**src/rtl/display_field_controller.sv**
```systemverilog
// display_field_controller
// Turns FIELDS packed 7-bit binary fields into two decimal digits each.
// Supports a 12/24-hour hour field, per-field blinking from an internal
// timer that restarts when editing starts, and seven-segment patterns for
// every digit. Every output is registered, with one cycle of latency.
module display_field_controller #(
   parameter int FIELDS         = 3,
   parameter int BLINK_HALF     = 25_000_000,
   parameter int HOUR_FIELD_12H = 1
) (
   input  logic                    clk,
   input  logic                    reset,
   input  logic [FIELDS-1:0]       flash,
   input  logic                    display_mode,
   input  logic [7*FIELDS-1:0]     in_value,
   output logic [8*FIELDS-1:0]     digit_code,
   output logic [14*FIELDS-1:0]    seg_out,
   output logic                    blink_phase
);

   localparam int unsigned NF       = FIELDS;
   localparam int          CW       = $clog2(BLINK_HALF);
   localparam logic [CW-1:0] CNT_LAST = CW'(BLINK_HALF - 1);

   localparam logic [3:0] CODE_A     = 4'd10;
   localparam logic [3:0] CODE_P     = 4'd11;
   localparam logic [3:0] CODE_BLANK = 4'd15;
   localparam logic [6:0] SEG_BLANK  = 7'h00;

   // Seven-segment decoder, segments {g,f,e,d,c,b,a}, active high.
   function automatic logic [6:0] segment(input logic [3:0] code);
      logic [6:0] s;
      case (code)
         4'd0:    s = 7'h3F;
         4'd1:    s = 7'h06;
         4'd2:    s = 7'h5B;
         4'd3:    s = 7'h4F;
         4'd4:    s = 7'h66;
         4'd5:    s = 7'h6D;
         4'd6:    s = 7'h7D;
         4'd7:    s = 7'h07;
         4'd8:    s = 7'h7F;
         4'd9:    s = 7'h6F;
         4'd10:   s = 7'h77;   // A
         4'd11:   s = 7'h73;   // P
         default: s = SEG_BLANK;
      endcase
      return s;
   endfunction

   // Saturate at 99, then split into {tens, units} digit codes.
   function automatic logic [7:0] bcd_pair(input logic [6:0] v);
      logic [6:0] s;
      logic [3:0] hi;
      logic [3:0] lo;
      s  = (v > 7'd99) ? 7'd99 : v;
      hi = 4'(s / 7'd10);
      lo = 4'(s % 7'd10);
      return {hi, lo};
   endfunction

   logic [CW-1:0]       cnt;
   logic [CW-1:0]       cnt_next;
   logic                phase_next;
   logic [FIELDS-1:0]   flash_q;
   logic [FIELDS-1:0]   flash_rise;

   logic                mode12;
   logic [6:0]          hour_raw;
   logic [6:0]          hour_sat;
   logic [6:0]          hour12;
   logic                is_pm;
   logic [8*FIELDS-1:0] pair_code;
   logic [FIELDS-1:0]   pair_flash;
   logic [8*FIELDS-1:0] code_next;
   logic [14*FIELDS-1:0] seg_next;

   assign flash_rise = flash & ~flash_q;

   // Blink timer next state: a new flash bit restarts the visible half-period,
   // and that restart takes priority over the normal wrap.
   always_comb begin
      cnt_next   = cnt + CW'(1);
      phase_next = blink_phase;
      if (|flash_rise) begin
         cnt_next   = '0;
         phase_next = 1'b0;
      end else if (cnt == CNT_LAST) begin
         cnt_next   = '0;
         phase_next = ~blink_phase;
      end
   end

   // Blink timer and flash history registers.
   always_ff @(posedge clk) begin
      if (reset) begin
         cnt         <= '0;
         blink_phase <= 1'b0;
         flash_q     <= '0;
      end else begin
         cnt         <= cnt_next;
         blink_phase <= phase_next;
         flash_q     <= flash;
      end
   end

   // 12-hour conversion of the most significant field.
   always_comb begin
      mode12   = (HOUR_FIELD_12H != 0) && display_mode;
      hour_raw = in_value[7*(NF-1) +: 7];
      hour_sat = (hour_raw > 7'd23) ? 7'd23 : hour_raw;
      is_pm    = (hour_sat >= 7'd12);
      if (hour_sat == 7'd0)
         hour12 = 7'd12;
      else if (hour_sat > 7'd12)
         hour12 = hour_sat - 7'd12;
      else
         hour12 = hour_sat;
   end

   // Pair formatting. In 12-hour mode every field shifts down one pair to make
   // room for the A/P indicator, and the flash bit follows the displayed pair.
   always_comb begin
      pair_code  = '1;
      pair_flash = '0;
      for (int unsigned p = 0; p < NF; p++) begin
         pair_code[8*p +: 8] = bcd_pair(in_value[7*p +: 7]);
         pair_flash[p]       = flash[p];
      end
      if (mode12) begin
         pair_code[8*(NF-1) +: 8] = {(is_pm ? CODE_P : CODE_A), CODE_BLANK};
         pair_flash[NF-1]         = flash[NF-1];
         pair_code[8*(NF-2) +: 8] = bcd_pair(hour12);
         pair_flash[NF-2]         = flash[NF-1];
         for (int unsigned p = 0; p + 2 < NF; p++) begin
            pair_code[8*p +: 8] = bcd_pair(in_value[7*(p+1) +: 7]);
            pair_flash[p]       = flash[p+1];
         end
      end
   end

   // Blanking uses the phase that is being registered alongside the codes, so
   // the digits and blink_phase always agree on the same cycle.
   always_comb begin
      code_next = '1;
      seg_next  = '0;
      for (int unsigned p = 0; p < NF; p++) begin
         if (phase_next && pair_flash[p])
            code_next[8*p +: 8] = {CODE_BLANK, CODE_BLANK};
         else
            code_next[8*p +: 8] = pair_code[8*p +: 8];
      end
      for (int unsigned d = 0; d < 2*NF; d++) begin
         seg_next[7*d +: 7] = segment(code_next[4*d +: 4]);
      end
   end

   // Output registers.
   always_ff @(posedge clk) begin
      if (reset) begin
         digit_code <= '1;
         seg_out    <= {(2*FIELDS){SEG_BLANK}};
      end else begin
         digit_code <= code_next;
         seg_out    <= seg_next;
      end
   end

endmodule

```
**config.mk**
```make
export PLATFORM = sky130hd
export DESIGN_NAME = display_field_controller
export DESIGN_NICKNAME = d
export VERILOG_FILES = /design/src/rtl/display_field_controller.sv
export SDC_FILE = /design/constraint.sdc
export NUM_CORES = 1
export LEC_CHECK = 0
export ABC_AREA = 1
export ABC_CLOCK_PERIOD_IN_PS = 6100
export CORE_AREA = 2 2 145 147
export CTS_CLUSTER_SIZE = 25
export DETAILED_ROUTE_END_ITERATION = 7
export DIE_AREA = 0 0 147 149
export PLACE_DENSITY_LB_ADDON = 0.2
export SYNTH_ARGS = -nofsm -noshare
export SYNTH_HDL_FRONTEND = slang
export SYNTH_SLANG_ARGS = --single-unit
```
**constraint.sdc**
```tcl
create_clock -name clk -period 6.1 [get_ports clk]
set_clock_uncertainty 0.1 [all_clocks]
set_input_delay 0.61 -clock clk [delete_from_list [all_inputs] [get_ports clk]]
set_output_delay 0.61 -clock clk [all_outputs]
set_load 0.05 [all_outputs]
```
**Yosys cells after proc, flatten, opt, wreduce, memory -nomap -nowiden**

Memory sizes are Yosys's and may differ from the RTL's. A register that Yosys moved wholly into a read port is not among the register bits.
Cells that the tools add are included.

- Flip-flop bits (word level): 53
- Memory bits (read-only): 672
- Input bits: 27
- Output and inout bits: 67
- Word-level logic and storage cells: 52
- Memories: 6

- $add $sub $neg: 2
- Divide/modulo/power cells: 8
- $lt $le $gt $ge: 7
- Equal/unequal tests: 1
- Mux-type cells: 15
- Bitwise logic cells: 3
- Reductions and logical operators: 6

Memory list:

| name | depth | bits a word | read ports | clocked after Yosys merged registers in | wr ports | line | text |
|---|---|---|---|---|---|---|---|
| (name not given) | 16 | 7 | 1 | 1 | 0 | 33 | `case (code)` |
| (name not given) | 16 | 7 | 1 | 1 | 0 | 33 |  |
| (name not given) | 16 | 7 | 1 | 1 | 0 | 33 |  |
| (name not given) | 16 | 7 | 1 | 1 | 0 | 33 |  |
| (name not given) | 16 | 7 | 1 | 1 | 0 | 33 |  |
| (name not given) | 16 | 7 | 1 | 1 | 0 | 33 |  |

Operators by type and width:

| kind | count |
|---|---|
| 7-bit 2-to-1 mux | 7 |
| 7-bit by 4-bit divider with 7-bit output (second input constant) | 4 |
| 7-bit greater-than comparator (second input constant) | 4 |
| 7-bit by 4-bit remainder unit with 7-bit output (second input constant) | 4 |
| 25-bit by 1-bit adder with 25-bit output (second input constant) | 1 |
| 25-bit equality test (second input constant) | 1 |
| 24-bit 2-to-1 mux | 1 |
| 8-bit 2-to-1 mux | 3 |
| 7-bit by 4-bit >= comparator with 1-bit output (second input constant) | 1 |
| 7-bit by 4-bit greater-than comparator with 1-bit output (second input constant) | 1 |
| 7-bit by 5-bit greater-than comparator with 1-bit output (second input constant) | 1 |
| 7-bit logical NOT | 1 |
| 7-bit by 4-bit subtractor with 7-bit output (second input constant) | 1 |
| 5-bit OR reduction | 1 |
| 3-bit AND | 1 |
| 1-bit logical AND | 3 |
| 1-bit 2-to-1 mux | 3 |
| 3-bit inverter | 1 |
| 3-bit OR reduction | 1 |
| 2-bit 2-to-1 mux | 1 |
| 1-bit inverter | 1 |

**Logic depth before layout (Yosys ltp)**

Gate-level depths: netlist (run 1).

- Word-level depth: 10
- Depth in mapped cells: 40
- Mapped depth without buffers: 40

**Least setup slack after synthesis (run 1)**

OpenSTA, ideal clock, no wires.

- Path kind: input to register
- Start point: in in_value[20]
- End point: reg seg_out[25]
- Library setup time: 0.095 ns
- Arrival time: 4.557 ns
- Required time: 5.905 ns
- Slack: 1.348 ns
- Stages on the path: 33
- Path through: nor2_4 > nand2_2 > nor2_1 > ha_1 > nand3_1 > inv_1 > nand2_1 > nand3_2 > nor2_4 > ha_1 > nand4_1 > nand2_1 > ha_1 > a21oi_2 > nand2_1 > nand2_2 > nand2_2 > nand2_1 > nand3_2 > nand2_2 > nand2_2 > nand2_1 > nand2_1 > inv_1 > ha_1 > nand2_1 > nand2_2 > a21oi_1 > nor3_1 > inv_1 > ha_1 > or2_2 > a221oi_1

- Longest elaborated chain between the ends: 10
- Elaborated cells between the ends (all ways): 12

RTL lines:

| item | line | text |
|---|---|---|
| start, declared | 15 | `input logic [7*FIELDS-1:0] in_value,` |
| 7-bit by 5-bit greater-than comparator with 1-bit output | 111 | `hour_sat = (hour_raw > 7'd23) ? 7'd23 : hour_raw;` |
| 7-bit 2-to-1 mux (*) | 111 |  |
| 7-bit by 4-bit subtractor with 7-bit output or 7-bit by 4-bit greater-than comparator with 1-bit output (tied branches) | 116, 115 |  |
| 7-bit 2-to-1 mux | 115 | `else if (hour_sat > 7'd12)` |
| 7-bit 2-to-1 mux (*) | 113 | `if (hour_sat == 7'd0)` |
| 7-bit greater-than comparator | 56 | `s = (v > 7'd99) ? 7'd99 : v;` |
| 7-bit 2-to-1 mux (*) | 56 |  |
| 7-bit by 4-bit divider with 7-bit output (*) | 57 | `hi = 4'(s / 7'd10);` |
| 24-bit 2-to-1 mux (*) | 130 | `if (mode12) begin` |
| 8-bit 2-to-1 mux (*) | 148 | `if (phase_next && pair_flash[p])` |
| net code_next[12] | 75 | `logic [8*FIELDS-1:0] code_next;` |
| end, declared | 17 | `output logic [14*FIELDS-1:0] seg_out,` |

The timed path passes the listed nets; every way through them passes the cells marked *.
A chain may end at the register's enable or synchronous reset.

**Final worst setup path (run 1)**

Same ends and word-level chain as after synthesis.

==> results of run 1 <==
worst register-to-register path, stage by stage (launching register included):
cell,delay (ns)
dfxtp_1,0.36
ha_1,0.17
nand2_1,0.07
nor2_1,0.14
nand4_1,0.12
nor3_1,0.21
nand4_1,0.18
xnor2_1,0.17
nand2_1,0.14
nor2_1,0.10
nor2_1,0.36
inv_1,0.16
nor2_1,0.41
inv_1,0.16
ha_1,0.24
o21ai_0,0.16
inv_1,0.07
nand2_1,0.05
nand2_1,0.05
inv_1,0.07
stage by stage:
stage | area (sq um) | instances
6_report | 7570 | 1265
5_1_grt | 7570 | 1265
4_1_cts | 7570 | 1265
3_5_place_dp | 7250 | 1249
3_3_place_gp | 7250 | 1249
2_1_floorplan | 5990 | 889
power groups by stage:
stage	sequential, W	combinational (W)	clock [W]
finish	0.000715	0.000887	0.000594
global route	0.000722	0.000978	0.000638
CTS	0.000718	0.000895	0.000616
detailed placement	0.000732	0.000892	0
global placement	0.000731	0.000895	0
floorplan	0.000976	0.000385	0
registers in the layout (all words and copies together) (netlist names):
signal       count
blink_phase      1
cnt             25
digit_code      24
flash_q          3
seg_out         42
cell usage in the layout (no fill, tap or decap), types with 4 or more instances in the layout:
| cell | count |
|---|---|
| nand3_1 | 59 |
| clkinv_8 | 4 |
| nor3_1 | 18 |
| nor2_2 | 7 |
| clkdlybuf4s50_1 | 93 |
| inv_2 | 10 |
| nand2_2 | 17 |
| o21ai_0 | 37 |
| nand3b_1 | 5 |
| clkbuf_16 | 9 |
| xor2_1 | 5 |
| nand3_2 | 11 |
| nor3b_1 | 4 |
| nor2_4 | 4 |
| dfxtp_1 | 95 |
| nor2_1 | 86 |
| xnor2_1 | 4 |
| ha_1 | 48 |
| nand2_1 | 218 |
| inv_1 | 147 |
| o22ai_1 | 4 |
| o21ai_1 | 6 |
| o21ai_2 | 4 |
| a21oi_1 | 41 |
| nand4_1 | 14 |
how the worst min path moves through the flow:
stage / start / cells past startpoint / end / slack, ns
2_1_floorplan: cnt[0]$_SDFF_PP0_ / 1 / cnt[0]$_SDFF_PP0_ / 0.32
5_1_grt: cnt[0]$_SDFF_PP0_ / 1 / cnt[0]$_SDFF_PP0_ / 0.39
4_1_cts: cnt[0]$_SDFF_PP0_ / 1 / cnt[0]$_SDFF_PP0_ / 0.36
3_5_place_dp: cnt[0]$_SDFF_PP0_ / 1 / cnt[0]$_SDFF_PP0_ / 0.35
3_3_place_gp: cnt[0]$_SDFF_PP0_ / 1 / cnt[0]$_SDFF_PP0_ / 0.34
6_report: cnt[0]$_SDFF_PP0_ / 1 / cnt[0]$_SDFF_PP0_ / 0.35
cell families (layout without fill, tap and decap cells):
kind of cell    after synthesis  after routing  share of synthesized area
compound gates              109            109                      0.107
xor+xnor                     10             10                     0.0159
fa+ha+maj                    48             48                      0.100
buf+inv                     169            270                      0.106
flops                        95             95                      0.317
other cells                   1              1                   0.000626
simple gates                457            457                      0.353
per-layer routing:
layer,part of all wire,vias up,wire (um),track usage
met5,0,-,0,0
met4,0.011,0,157,0.0409
met3,0.024,13,355,0.0239
met2,0.48,57,7050,0.239
met1,0.49,2434,7250,0.182
li1,-,2997,-,-
final cells by class:
cell class                      count  area (sq um)
Clock buffer                        9           225
Sequential cell                    95          1900
Multi-Input combinational cell    625          3460
Timing Repair Buffer               96           953
Inverter                          158           593
Clock inverter                      7          93.8
Tap cell                          275           344
Fill cell                        2263         13000
==> flow_summary_export.csv, run 1 <==
group,metric,value,unit
yosys,syn_inst,889,
clock_tree,post_cts_buffers,0,
drt,via_per_inst,4.35,
run,drv_cap,0,
yosys,yosysTopAreaCell,"dfxtp_1",
clock_tree,cts-buffers-inserted,9,
timing,setup_viol,0,
timing,fmaxAchievable,193,MHz
timing,period_share,0.850,
die,die-area,21900,sq um
power,comb_power_share,0.404,
power,sw_frac_of_total,0.421,
critical_path,startpoint_type,"input pin",
cells_and_area,nets,1060,
grt,grt_pass1_vias,5154,
yosys,synth_flop_cell,"dfxtp_1",
power,powerDensity,290,nW/um^2
clock_tree,path_clk_slew,0.08,ns
critical_path,crit_end,"seg_out[25]$_SDFF_PP0_",
yosys,synth_nets,964,
grt,grt_pass1_wl,24900,um
clock_tree,clk_latency,0.36,ns
die,io_pins,94,
critical_path,cp.depth,35,
clock_tree,cts-hold-fix-buffers,0,
place,dp_hpwl,11700,um
place,gp_congestion,0.841,
grt,grt.total_usage,0.140,
timing,rsz0062_at_grt,"false",
run_status,outcome,"complete, no violations",
yosys,async_reset_ff_frac,0,
critical_path,critPathArrivalTime,5.35,ns
cells_and_area,final_util,0.368,
yosys,ys_seq_elements,95,
die,initial_core_util,0.292,
critical_path,crit_path_frequent_cell,"nand2_1",
clock_tree,clock-root-buffer,"clkbuf_16",
timing,finalHoldViolations,0,
critical_path,worstSetupPathType,"in -> reg",
grt,grt_max_degree,38,
critical_path,critPathMaxStageDelay,0.51,ns
critical_path,cp_max_fo,6,
drt,ant_nets,0,
critical_path,r2r-start,"cnt[0]$_SDFF_PP0_",
yosys,synth_most_common_cell,"nand2_1",
timing,tns,0,ns
yosys,synth_commonest_cells,"218 x nand2_1, 147 x inv_1, 95 x dfxtp_1, 86 x nor2_1, 59 x nand3_1",
timing,tightest_slew,0.856,ns
power,p_sw,0.000924,W
drt,vias,5501,
critical_path,rrSetupSlack,2.57,ns
power,leakage,3.61,nW
drt,wl,14800,um
clock_tree,h-tree-depth,3,
yosys,synth-edff-count,0,
critical_path,worstPathRequired,6.27,ns
cells_and_area,drive_gt1_frac,0.0899,
place,post-place-ws,0.553,ns
clock_tree,cts_tree,"done",
critical_path,reg2regPathDepth,19,
drt,first_pass_iters,6,
clock_tree,cts_max_path_buffers,2,
yosys,avgSynthCellArea,6.74,sq um
clock_tree,cts.sinks,95,
timing,drv_slew,0,
power,vdd_drop_max,0.115,mV
drt,drt_iter0_markers,259,
power,seqPwrFrac,0.326,
power,p_clk_frac,0.271,
timing,relSlewSlack,0.425,
critical_path,crit_family,"simple AND/OR/NAND/NOR gates",
die,num_rows,53,
die,fp.dieW,147,um
critical_path,startpoint,"in_value[20]",
critical_path,slowest_stage,"clkdlybuf4s50_1",
clock_tree,cts_resized,0,
power,internal-power,0.00127,W
grt,grt_overflow,0,
yosys,synthTopCellsByArea,"dfxtp_1 32%, nand2_1 14%, ha_1 10%",
grt,antenna_found_initial,0,
worst_hold_path,min_path_type,"reg -> reg",
critical_path,path_buf_inv,5,
drt,drcViolationCount,0,
power,power,0.00220,W
yosys,synth_top_cell_area_share,0.317,
yosys,ys.warnings.count,0,
cells_and_area,n_antenna_cell,0,
timing,whs,0.353,ns
critical_path,critPathCaptureType,"flop",
yosys,ys_seq_area_frac,0.317,
die,core_region_area,20600,sq um
cells_and_area,areaGrowthSynthToFinish,26.2,%
yosys,syn_area,5990,sq um
die,chipHeight,149,um
critical_path,r2r-end,"seg_out[40]$_SDFF_PP0_",
place,portBuffers,93,
yosys,netlist-cell-type-count,44,
timing,worst_slack,0.915,ns
timing,final.min_clock_period,5.18,ns
drt,wl_per_cell,11.7,um
No activity file was read; power rests on OpenSTA's default activity.
==> run 2: changes to the inputs <==
ABC_CLOCK_PERIOD_IN_PS = 5300   (was 6100)
clock period = 5.3 ns   (was 6.1 ns; I/O delays follow)
==> flow_summary_export.csv, run 2 (synthesis gave the netlist of run 1 again) <==
group,metric,value,unit
critical_path,critPathCaptureType,"flop",
drt,wl,15100,um
drt,vias,5537,
power,vdd_drop_max,0.141,mV
timing,tightest_slew,0.787,ns
grt,antenna_found_initial,0,
cells_and_area,drive_gt1_frac,0.0983,
clock_tree,h-tree-depth,3,
power,p_sw,0.00107,W
cells_and_area,layout.cells.non_filler,1272,
grt,grt_pass1_wl,25000,um
drt,first_pass_iters,4,
drt,drt_iter0_markers,262,
drt,wl_met1,7320,um
die,die-area,21900,sq um
clock_tree,clk_latency,0.36,ns
drt,wl_per_cell,11.8,um
timing,fmaxAchievable,207,MHz
grt,grt_overflow,0,
timing,final.min_clock_period,4.83,ns
critical_path,crit_path_frequent_cell,"nand2_1",
power,sw_frac_of_total,0.421,
timing,rsz0062_at_grt,"false",
run_status,outcome,"complete, no violations",
critical_path,worstSetupPathType,"in -> reg",
drt,top_layer,"met4",
power,internal-power,0.00147,W
drt,ant_nets,0,
run,drv_cap,0,
grt,grt_max_degree,38,
power,comb_power_share,0.407,
clock_tree,cts-hold-fix-buffers,0,
critical_path,path_buf_inv,5,
clock_tree,post_cts_buffers,0,
place,portBuffers,93,
cells_and_area,nets,1067,
cells_and_area,fill_cells,2241,
critical_path,critPathArrivalTime,4.97,ns
die,fp.dieW,147,um
place,placed_cells,1256,
critical_path,worstPathRequired,5.44,ns
cells_and_area,stdcell_area,7620,sq um
die,num_rows,53,
grt,grt_pass1_vias,5289,
cells_and_area,final_common_cell,"nand2_1",
die,initial_core_util,0.292,
clock_tree,cts_tree,"done",
critical_path,reg2regPathDepth,19,
worst_hold_path,hold-path-endpoint,"cnt[0]$_SDFF_PP0_",
timing,period_share,0.911,
cells_and_area,layout_common_cells,"218 x nand2_1, 147 x inv_1, 95 x dfxtp_1",
place,dp_hpwl,11900,um
die,core_region_area,20600,sq um
timing,finalHoldViolations,0,
critical_path,crit_family,"simple AND/OR/NAND/NOR gates",
critical_path,startpoint_type,"input pin",
timing,setup_viol,0,
cells_and_area,regMostFlops,"seg_out",
worst_hold_path,whs_path_depth,1,
clock_tree,cts-buffers-inserted,9,
critical_path,r2r-start,"cnt[0]$_SDFF_PP0_",
timing,whs,0.351,ns
critical_path,cp_max_fo,5,
timing,drv_slew,0,
place,gp_congestion,0.805,
critical_path,rrSetupSlack,1.76,ns
power,seqPwrFrac,0.324,
power,powerDensity,333,nW/um^2
cells_and_area,largest_reg_flops,42,
cells_and_area,reg.largest.list,"seg_out: 42 flops, cnt: 25 flops, digit_code: 24 flops",
critical_path,critPathMaxStageDelay,0.51,ns
worst_hold_path,min_path_type,"reg -> reg",
drt,via_per_inst,4.35,
clock_tree,path_clk_slew,0.08,ns
grt,grt.total_usage,0.141,
critical_path,r2r-end,"seg_out[40]$_SDFF_PP0_",
drt,drcViolationCount,0,
clock_tree,clock-root-buffer,"clkbuf_16",
power,leakage,3.65,nW
timing,tns,0,ns
clock_tree,cts.sinks,95,
drt,met3_length,415,um
clock_tree,cts_max_path_buffers,2,
cells_and_area,n_antenna_cell,0,
die,chipHeight,149,um
critical_path,slowest_stage,"clkdlybuf4s50_1",
drt,wl_met2,7090,um
clock_tree,cts_resized,0,
worst_hold_path,hp-start,"cnt[0]$_SDFF_PP0_",
die,io_pins,94,
power,p_clk_frac,0.269,
place,placed_area,7300,sq um
cells_and_area,areaGrowthSynthToFinish,27.2,%
timing,relSlewSlack,0.471,
## run 2: changes by cell type in the layout (fill, tap and decap cells not counted)
cell | before | now
buf_4 | 3 | 10
inv_8 | 1 | 3
clkinv_8 | 4 | 3
ha_1 | 48 | 47
ha_2 | 0 | 1
inv_6 | 2 | 1
nor3_1 | 18 | 17
nor3_2 | 2 | 3
## run 2: metal layers
metal,vias up,global-route usage
met5,-,0
met4,0,0.0423
met3,15,0.0254
met2,77,0.246
met1,2430,0.177
li1,3015,-
## run 2: cell type report
cell class,instances,area [sq um],area share
Multi-Input combinational cell,625,3460,0.454
Inverter,158,593,0.0778
Sequential cell,95,1900,0.249
Tap cell,275,344,0.0451
Timing Repair Buffer,103,1010,0.132
Clock buffer,9,225,0.0295
Clock inverter,7,91.3,0.0120
## run 2: worst max-delay path by stage
stage,startpoint,to,slack [ns],cells after the start
finish,in_value[20],seg_out[14]$_SDFF_PP0_,0.47,38
global route,in_value[19],seg_out[14]$_SDFF_PP0_,0.009,38
CTS,in_value[20],seg_out[24]$_SDFF_PP0_,0.44,36
detailed placement,in_value[20],seg_out[24]$_SDFF_PP0_,0.06,36
global placement,in_value[20],seg_out[25]$_SDFF_PP0_,0.20,34
floorplan,in_value[20],seg_out[25]$_SDFF_PP0_,0.63,33
## run 2: power by group through the flow
stage          clock network, W  logic [W]  registers [W]
5_1_grt                0.000740    0.00113       0.000831
6_report               0.000684    0.00103       0.000822
3_5_place_dp                  0    0.00104       0.000841
3_3_place_gp                  0    0.00104       0.000840
4_1_cts                0.000712    0.00104       0.000825
2_1_floorplan                 0   0.000443        0.00112
## run 2: worst reg2reg max path, stage by stage (launching register included)
cell and delay (ns):
dfxtp_1 0.36, ha_1 0.18, nand2_1 0.07, nor2_1 0.13
nand4_1 0.10, nor3_1 0.22, nand4_1 0.18, xnor2_1 0.17
nand2_1 0.14, nor2_1 0.10, nor2_1 0.37, inv_1 0.17
nor2_1 0.41, inv_1 0.15, ha_1 0.24, o21ai_0 0.16
inv_1 0.07, nand2_1 0.05, nand2_1 0.05, inv_1 0.07
## run 2: stage by stage
| stage | util | setup slack [ns] | total power [W] |
|---|---|---|---|
| detailed placement | 0.355 | 0.0609 | 0.00188 |
| CTS | 0.371 | 0.438 | 0.00258 |
| global placement | 0.355 | 0.202 | 0.00188 |
| finish | 0.371 | 0.473 | 0.00254 |
| floorplan | - | 0.628 | 0.00157 |
| global route | 0.371 | 0.00855 | 0.00270 |
